[src/rtl/mem_arb_pkg.sv]
// Shared types and constants for the IF/DM memory port arbiter.
// The grant helper encodes the DM-first policy, including the IF anti-starvation override.
package mem_arb_pkg;

  typedef enum logic [1:0] {
    ST_IDLE   = 2'd0,
    ST_BUSY_I = 2'd1,
    ST_BUSY_D = 2'd2
  } arb_state_e;

  localparam logic [1:0] GNT_NONE = 2'd0;
  localparam logic [1:0] GNT_I    = 2'd1;
  localparam logic [1:0] GNT_D    = 2'd2;

  // DM wins unless IF is waiting and DM has already used up its streak
  function automatic logic [1:0] pick_grant(input logic i_req, input logic d_req,
                                            input logic streak_full);
    logic [1:0] g;
    if (d_req && !(i_req && streak_full)) begin
      g = GNT_D;
    end else if (i_req) begin
      g = GNT_I;
    end else begin
      g = GNT_NONE;
    end
    return g;
  endfunction

endpackage

[src/rtl/mem_wait_timer.sv]
// Per-transaction wait counter.
// expired is high in the last cycle allowed to wait for mem_ready.
module mem_wait_timer
  import mem_arb_pkg::*;
#(
  parameter int TIMEOUT = 15
) (
  input  logic clk,
  input  logic reset,
  input  logic clr,
  input  logic en,
  output logic expired
);

  localparam int CW = $clog2(TIMEOUT + 1);
  localparam logic [CW-1:0] LAST = CW'(TIMEOUT - 1);

  logic [CW-1:0] cnt_q;
  logic [CW-1:0] cnt_d;

  // next count: clear wins, count only while below the last wait cycle
  always_comb begin
    cnt_d = cnt_q;
    if (clr) begin
      cnt_d = '0;
    end else if (en && (cnt_q != LAST)) begin
      cnt_d = cnt_q + CW'(1);
    end else begin
      cnt_d = cnt_q;
    end
  end

  // count register
  always_ff @(posedge clk) begin
    if (reset) begin
      cnt_q <= '0;
    end else begin
      cnt_q <= cnt_d;
    end
  end

  assign expired = (cnt_q == LAST);

endmodule

[src/rtl/mem_port_arbiter.sv]
// Arbitrates the single-ported unified memory between instruction fetch (IF) and load/store (DM).
// One transaction in flight, registered grant and outputs, timeout abort with err pulse.
module mem_port_arbiter
  import mem_arb_pkg::*;
#(
  parameter int ADDR_W     = 32,
  parameter int DATA_W     = 32,
  parameter int TIMEOUT    = 15,
  parameter int MAX_STREAK = 4
) (
  input  logic              clk,
  input  logic              reset,
  input  logic              i_req,
  input  logic [ADDR_W-1:0] i_addr,
  output logic              i_done,
  output logic [DATA_W-1:0] i_rdata,
  input  logic              d_req,
  input  logic              d_we,
  input  logic [ADDR_W-1:0] d_addr,
  input  logic [DATA_W-1:0] d_wdata,
  output logic              d_done,
  output logic [DATA_W-1:0] d_rdata,
  output logic              mem_req,
  output logic              mem_we,
  output logic [ADDR_W-1:0] mem_addr,
  output logic [DATA_W-1:0] mem_wdata,
  input  logic              mem_ready,
  input  logic [DATA_W-1:0] mem_rdata,
  output logic              err
);

  localparam int SW = $clog2(MAX_STREAK + 1);
  localparam logic [SW-1:0] STREAK_FULL = SW'(MAX_STREAK);

  arb_state_e        state_q, state_d;
  logic [SW-1:0]     streak_q, streak_d;
  logic              mem_req_q, mem_req_d;
  logic              mem_we_q, mem_we_d;
  logic [ADDR_W-1:0] mem_addr_q, mem_addr_d;
  logic [DATA_W-1:0] mem_wdata_q, mem_wdata_d;
  logic              i_done_q, i_done_d;
  logic              d_done_q, d_done_d;
  logic              err_q, err_d;
  logic [DATA_W-1:0] i_rdata_q, i_rdata_d;
  logic [DATA_W-1:0] d_rdata_q, d_rdata_d;
  logic [1:0]        gnt_s;
  logic              timer_clr_s;
  logic              timer_en_s;
  logic              timer_expired_s;

  mem_wait_timer #(.TIMEOUT(TIMEOUT)) u_wait_timer (
    .clk     (clk),
    .reset   (reset),
    .clr     (timer_clr_s),
    .en      (timer_en_s),
    .expired (timer_expired_s)
  );

  // arbitration, request latch and completion handling
  always_comb begin
    state_d     = state_q;
    streak_d    = streak_q;
    mem_req_d   = mem_req_q;
    mem_we_d    = mem_we_q;
    mem_addr_d  = mem_addr_q;
    mem_wdata_d = mem_wdata_q;
    i_done_d    = 1'b0;
    d_done_d    = 1'b0;
    err_d       = 1'b0;
    i_rdata_d   = i_rdata_q;
    d_rdata_d   = d_rdata_q;
    timer_clr_s = 1'b0;
    timer_en_s  = 1'b0;
    gnt_s       = pick_grant(i_req, d_req, streak_q == STREAK_FULL);
    case (state_q)
      ST_IDLE: begin
        timer_clr_s = 1'b1;
        case (gnt_s)
          GNT_D: begin
            state_d     = ST_BUSY_D;
            mem_req_d   = 1'b1;
            mem_we_d    = d_we;
            mem_addr_d  = d_addr;
            mem_wdata_d = d_wdata;
            if (i_req && (streak_q != STREAK_FULL)) begin
              streak_d = streak_q + SW'(1);
            end else begin
              streak_d = streak_q;
            end
          end
          GNT_I: begin
            state_d     = ST_BUSY_I;
            mem_req_d   = 1'b1;
            mem_we_d    = 1'b0;
            mem_addr_d  = i_addr;
            mem_wdata_d = '0;
            streak_d    = '0;
          end
          default: begin
            state_d = ST_IDLE;
          end
        endcase
      end
      ST_BUSY_I, ST_BUSY_D: begin
        // a ready arriving in the expiry cycle still counts as a normal completion
        if (mem_ready || timer_expired_s) begin
          state_d   = ST_IDLE;
          mem_req_d = 1'b0;
          mem_we_d  = 1'b0;
          err_d     = !mem_ready;
          if (state_q == ST_BUSY_I) begin
            i_done_d  = 1'b1;
            i_rdata_d = mem_ready ? mem_rdata : '0;
          end else begin
            d_done_d  = 1'b1;
            d_rdata_d = (mem_ready && !mem_we_q) ? mem_rdata : '0;
          end
        end else begin
          timer_en_s = 1'b1;
        end
      end
      default: begin
        state_d   = ST_IDLE;
        mem_req_d = 1'b0;
        mem_we_d  = 1'b0;
      end
    endcase
  end

  // state and output registers
  always_ff @(posedge clk) begin
    if (reset) begin
      state_q     <= ST_IDLE;
      streak_q    <= '0;
      mem_req_q   <= 1'b0;
      mem_we_q    <= 1'b0;
      mem_addr_q  <= '0;
      mem_wdata_q <= '0;
      i_done_q    <= 1'b0;
      d_done_q    <= 1'b0;
      err_q       <= 1'b0;
      i_rdata_q   <= '0;
      d_rdata_q   <= '0;
    end else begin
      state_q     <= state_d;
      streak_q    <= streak_d;
      mem_req_q   <= mem_req_d;
      mem_we_q    <= mem_we_d;
      mem_addr_q  <= mem_addr_d;
      mem_wdata_q <= mem_wdata_d;
      i_done_q    <= i_done_d;
      d_done_q    <= d_done_d;
      err_q       <= err_d;
      i_rdata_q   <= i_rdata_d;
      d_rdata_q   <= d_rdata_d;
    end
  end

  assign mem_req   = mem_req_q;
  assign mem_we    = mem_we_q;
  assign mem_addr  = mem_addr_q;
  assign mem_wdata = mem_wdata_q;
  assign i_done    = i_done_q;
  assign d_done    = d_done_q;
  assign err       = err_q;
  assign i_rdata   = i_rdata_q;
  assign d_rdata   = d_rdata_q;

endmodule

[config.mk]
export PLATFORM = sky130hd
export DESIGN_NAME = mem_port_arbiter
export DESIGN_NICKNAME = d
export VERILOG_FILES = /design/src/rtl/mem_arb_pkg.sv /design/src/rtl/mem_wait_timer.sv /design/src/rtl/mem_port_arbiter.sv
export SDC_FILE = /design/constraint.sdc
export NUM_CORES = 1
export LEC_CHECK = 0
export CAP_MARGIN = 20
export CORE_ASPECT_RATIO = 0.6
export CORE_UTILIZATION = 30
export CTS_CLUSTER_DIAMETER = 60
export CTS_CLUSTER_SIZE = 24
export DETAILED_ROUTE_END_ITERATION = 10
export HOLD_SLACK_MARGIN = 0.08
export SLEW_MARGIN = 0
export SYNTH_ARGS = -nofsm -noshare
export SYNTH_HDL_FRONTEND = slang
export SYNTH_SLANG_ARGS = --single-unit
[constraint.sdc]
create_clock -name clk -period 2 [get_ports clk]
set_clock_uncertainty 0.15 [all_clocks]
set_input_delay 0.2 -clock clk [delete_from_list [all_inputs] [get_ports clk]]
set_output_delay 0.2 -clock clk [all_outputs]
set_load 0.02 [all_outputs]
==> out/qor.csv <==
stage,metric,value,unit
clock_tree,cts_tree,done,
grt,grt_max_degree,56,
timing,slew_violations,0,
hold_path,min_delay_worst_endpoint,mem_addr[16],
floorplanning,fp.dieW,175,um
timing,min_period,1.85,ns
worst_setup_path,rrSetupSlack,0.15,ns
timing,maxSlewHeadroom,74.7,%
worst_setup_path,cp.required,2.20,ns
worst_setup_path,endpoint_kind,flip-flop,
timing,fin_setup_tns,0,ns
routing,wire_per_inst,17.2,um
layout,syn2layout_area_growth,65.9,%
placement,hpwl,12.9,mm
layout,postLayoutCoreUtil,51.4,%
hold_path,hp-class,primary input to flip-flop,
synth,synth.avg_cell_area,9.61,um^2
synth,yosysSeqAreaShare,52.8,%
routing,drc,0,
synth,synth_ff_type,dfxtp_1,
placement,pre_cts_slack,0.0995,ns
floorplanning,num_rows,37,
synth,synthArstFlopShare,0,%
synth,ys_types,43,
hold_path,hold-path-cell-count,3,
worst_setup_path,rr_worst_depth,6,
clock_tree,cts_setup_buffers,0,
timing,rsz0062_at_grt,no,
floorplanning,fp.coreArea,17400,um^2
worst_setup_path,worstSetupPathType,flip-flop to flip-flop,
synth,synthTopCellsByArea,"dfxtp_1 53%, a22o_1 10%, o21ai_0 6.0%",
clock_tree,htreeDepth,4,
clock_tree,clock-root-buffer,clkbuf_16,
grt,grt_pass1_wl,28.8,mm
grt,grt_pass1_vias,5419,
pwr,peakVddDrop,0.530,mV
layout,layout_commonest_cell,clkdlybuf4s50_1,
routing,drt-initial-drc-count,319,
job,cap_violations,0,
grt,antenna_found_initial,0,
timing,tightestPinTransition,0.380,ns
layout,diodes,0,
layout,drive_above_1_share,8.35,%
synth,synth_top_cell_area_share,52.8,%
clock_tree,clk_path_buf_depth,2,
layout,final_cell_mix,"265 x clkdlybuf4s50_1, 142 x dfxtp_1, 65 x o21ai_0",
synth,ys_seq_elements,142,
floorplanning,pin_count,267,
routing,vias,5417,
synth,synth_top_cell_by_area,dfxtp_1,
synth,synth_enable_flop_cells,0,
layout,nFillCells,1567,
pwr,p_per_area,845,nW/um^2
placement,io_buffer_count,266,
clock_tree,cts.sinks,142,
clock_tree,clk-insertion-delay-late,0.40,ns
clock_tree,numCtsBuffers,17,
timing,hold_viol,0,
grt,overflow,0,
routing,drt_first_pass_iters,5,
grt,track_usage,19.5,%
hold_path,min_from,i_addr[16],
synth,netlist_area,5380,um^2
floorplanning,die-area,18500,um^2
worst_setup_path,arrival,2.04,ns
timing,fmax,541,MHz
worst_setup_path,reg2reg_to,d_rdata[10],
worst_setup_path,regToRegStartpoint,u_wait_timer.cnt_q[0],
floorplanning,start_util,31.0,%
synth,syn_inst,560,
synth,synth_nets,700,
layout,area.sequential,2840,um^2
clock_tree,clk_pin_slew,0.07,ns
floorplanning,die_h,106,um
timing,finalSetupViolCount,0,
routing,vias_per_cell,5.11,
worst_setup_path,worstPathMaxFanout,32,
routing,finalWirelength,18.3,mm
pwr,p_leak,3.19,nW
timing,min_period_over_period,92.5,%
timing,layout_setup_ws,0.151,ns
layout,multi_input_area,2240,um^2
layout,fin_nets,953,
status,status,completed,
synth,yosys_warnings,0,
routing,antenna_left,0,
worst_setup_path,critPathLaunchType,flip-flop,
placement,globalplace.congestion,0.791,
worst max path at each step:
stage                                     start  slack, ns                    end  cells past startpoint
after detailed placement             state_q[0]        0.1            d_rdata[10]                      6
after floorplan                      state_q[0]       0.29  u_wait_timer.cnt_q[3]                      6
after global routing      u_wait_timer.cnt_q[0]       0.05            d_rdata[31]                      6
after global placement                mem_ready       0.18  u_wait_timer.cnt_q[1]                      4
final                     u_wait_timer.cnt_q[0]       0.15            d_rdata[10]                      6
after CTS                 u_wait_timer.cnt_q[0]       0.09  u_wait_timer.cnt_q[1]                      5
worst max-delay path, cell delays in order (launching register included):
cell	delay, ns
dfxtp_1	0.38
inv_1	0.08
ha_1	0.24
a31o_2	0.34
a31oi_4	0.22
buf_12	0.21
a22o_1	0.17
kinds of logic (layout without fill, tap and decap cells):
logic type,after synthesis,count (layout),share of synthesized area (%)
and+or+nand+nor,93,93,8.25
adders and majority gates,6,6,1.39
muxes,1,1,0.186
AOI/OAI and AO/OA,251,251,31.3
DFF,142,142,52.8
buffers and inverters,67,333,6.04
layout make-up:
type	count	share of cell area [%]
clock inverters	14	1.37
multi-input cells	351	25.1
well taps	234	3.28
inverters	10	0.420
flip-flops and latches	142	31.8
clock buffers	18	4.81
repair buffers	291	33.2
cells in the mapped netlist, types with 2 or more instances:
cell,number
ha_1,6
o21ai_1,2
a31oi_1,33
buf_1,3
inv_1,8
clkbuf_1,22
buf_2,23
or3_1,4
buf_4,6
dfxtp_1,142
nor2_1,3
nand3_1,39
o21ai_0,65
a22o_1,63
o211ai_1,32
a21oi_1,41
buf_6,3
nor3_1,3
nand2_1,38
state kept, by name, summed over array words and instances (netlist names):
signal / flops
mem_addr: 32
d_done: 1
u_wait_timer.cnt_q: 4
i_rdata: 32
streak_q: 3
mem_req: 1
d_rdata: 32
mem_wdata: 32
i_done: 1
err: 1
state_q: 2
mem_we: 1
routing by layer:
layer	share of wire, %	track usage (%)	wire, um
met5	0	0	0
met4	0.81	5.16	148
met3	8.3	6.71	1510
met2	45	30.3	8250
met1	46	25.7	8370
metrics by stage:
| step | hold slack (ns) | power [mW] | instance area (um^2) | std cells |
|---|---|---|---|---|
| finish | 0.202 | 7.54 | 8930 | 1060 |
| global route | 0.192 | 7.91 | 8930 | 1060 |
| CTS | 0.183 | 7.65 | 8920 | 1060 |
| detailed placement | 0.295 | 4.64 | 8360 | 1027 |
| global placement | 0.289 | 4.61 | 8360 | 1027 |
| floorplan | 0.127 | 3.83 | 5380 | 560 |
what timing repair did:
item                       4_1_cts  5_1_grt
resized for setup                0        3
setup endpoints to repair        0        5
hold buffers                     1        0
hold endpoints to repair         2        0
power breakdown:
part | leakage [nW] | internal [mW] | total [mW] | switching [mW]
registers | 1.16 | 3.01 | 3.10 | 0.0933
clock network | 0.259 | 1.63 | 2.96 | 1.33
logic | 1.77 | 0.742 | 1.48 | 0.737
Power figures use the tool's default switching activity.
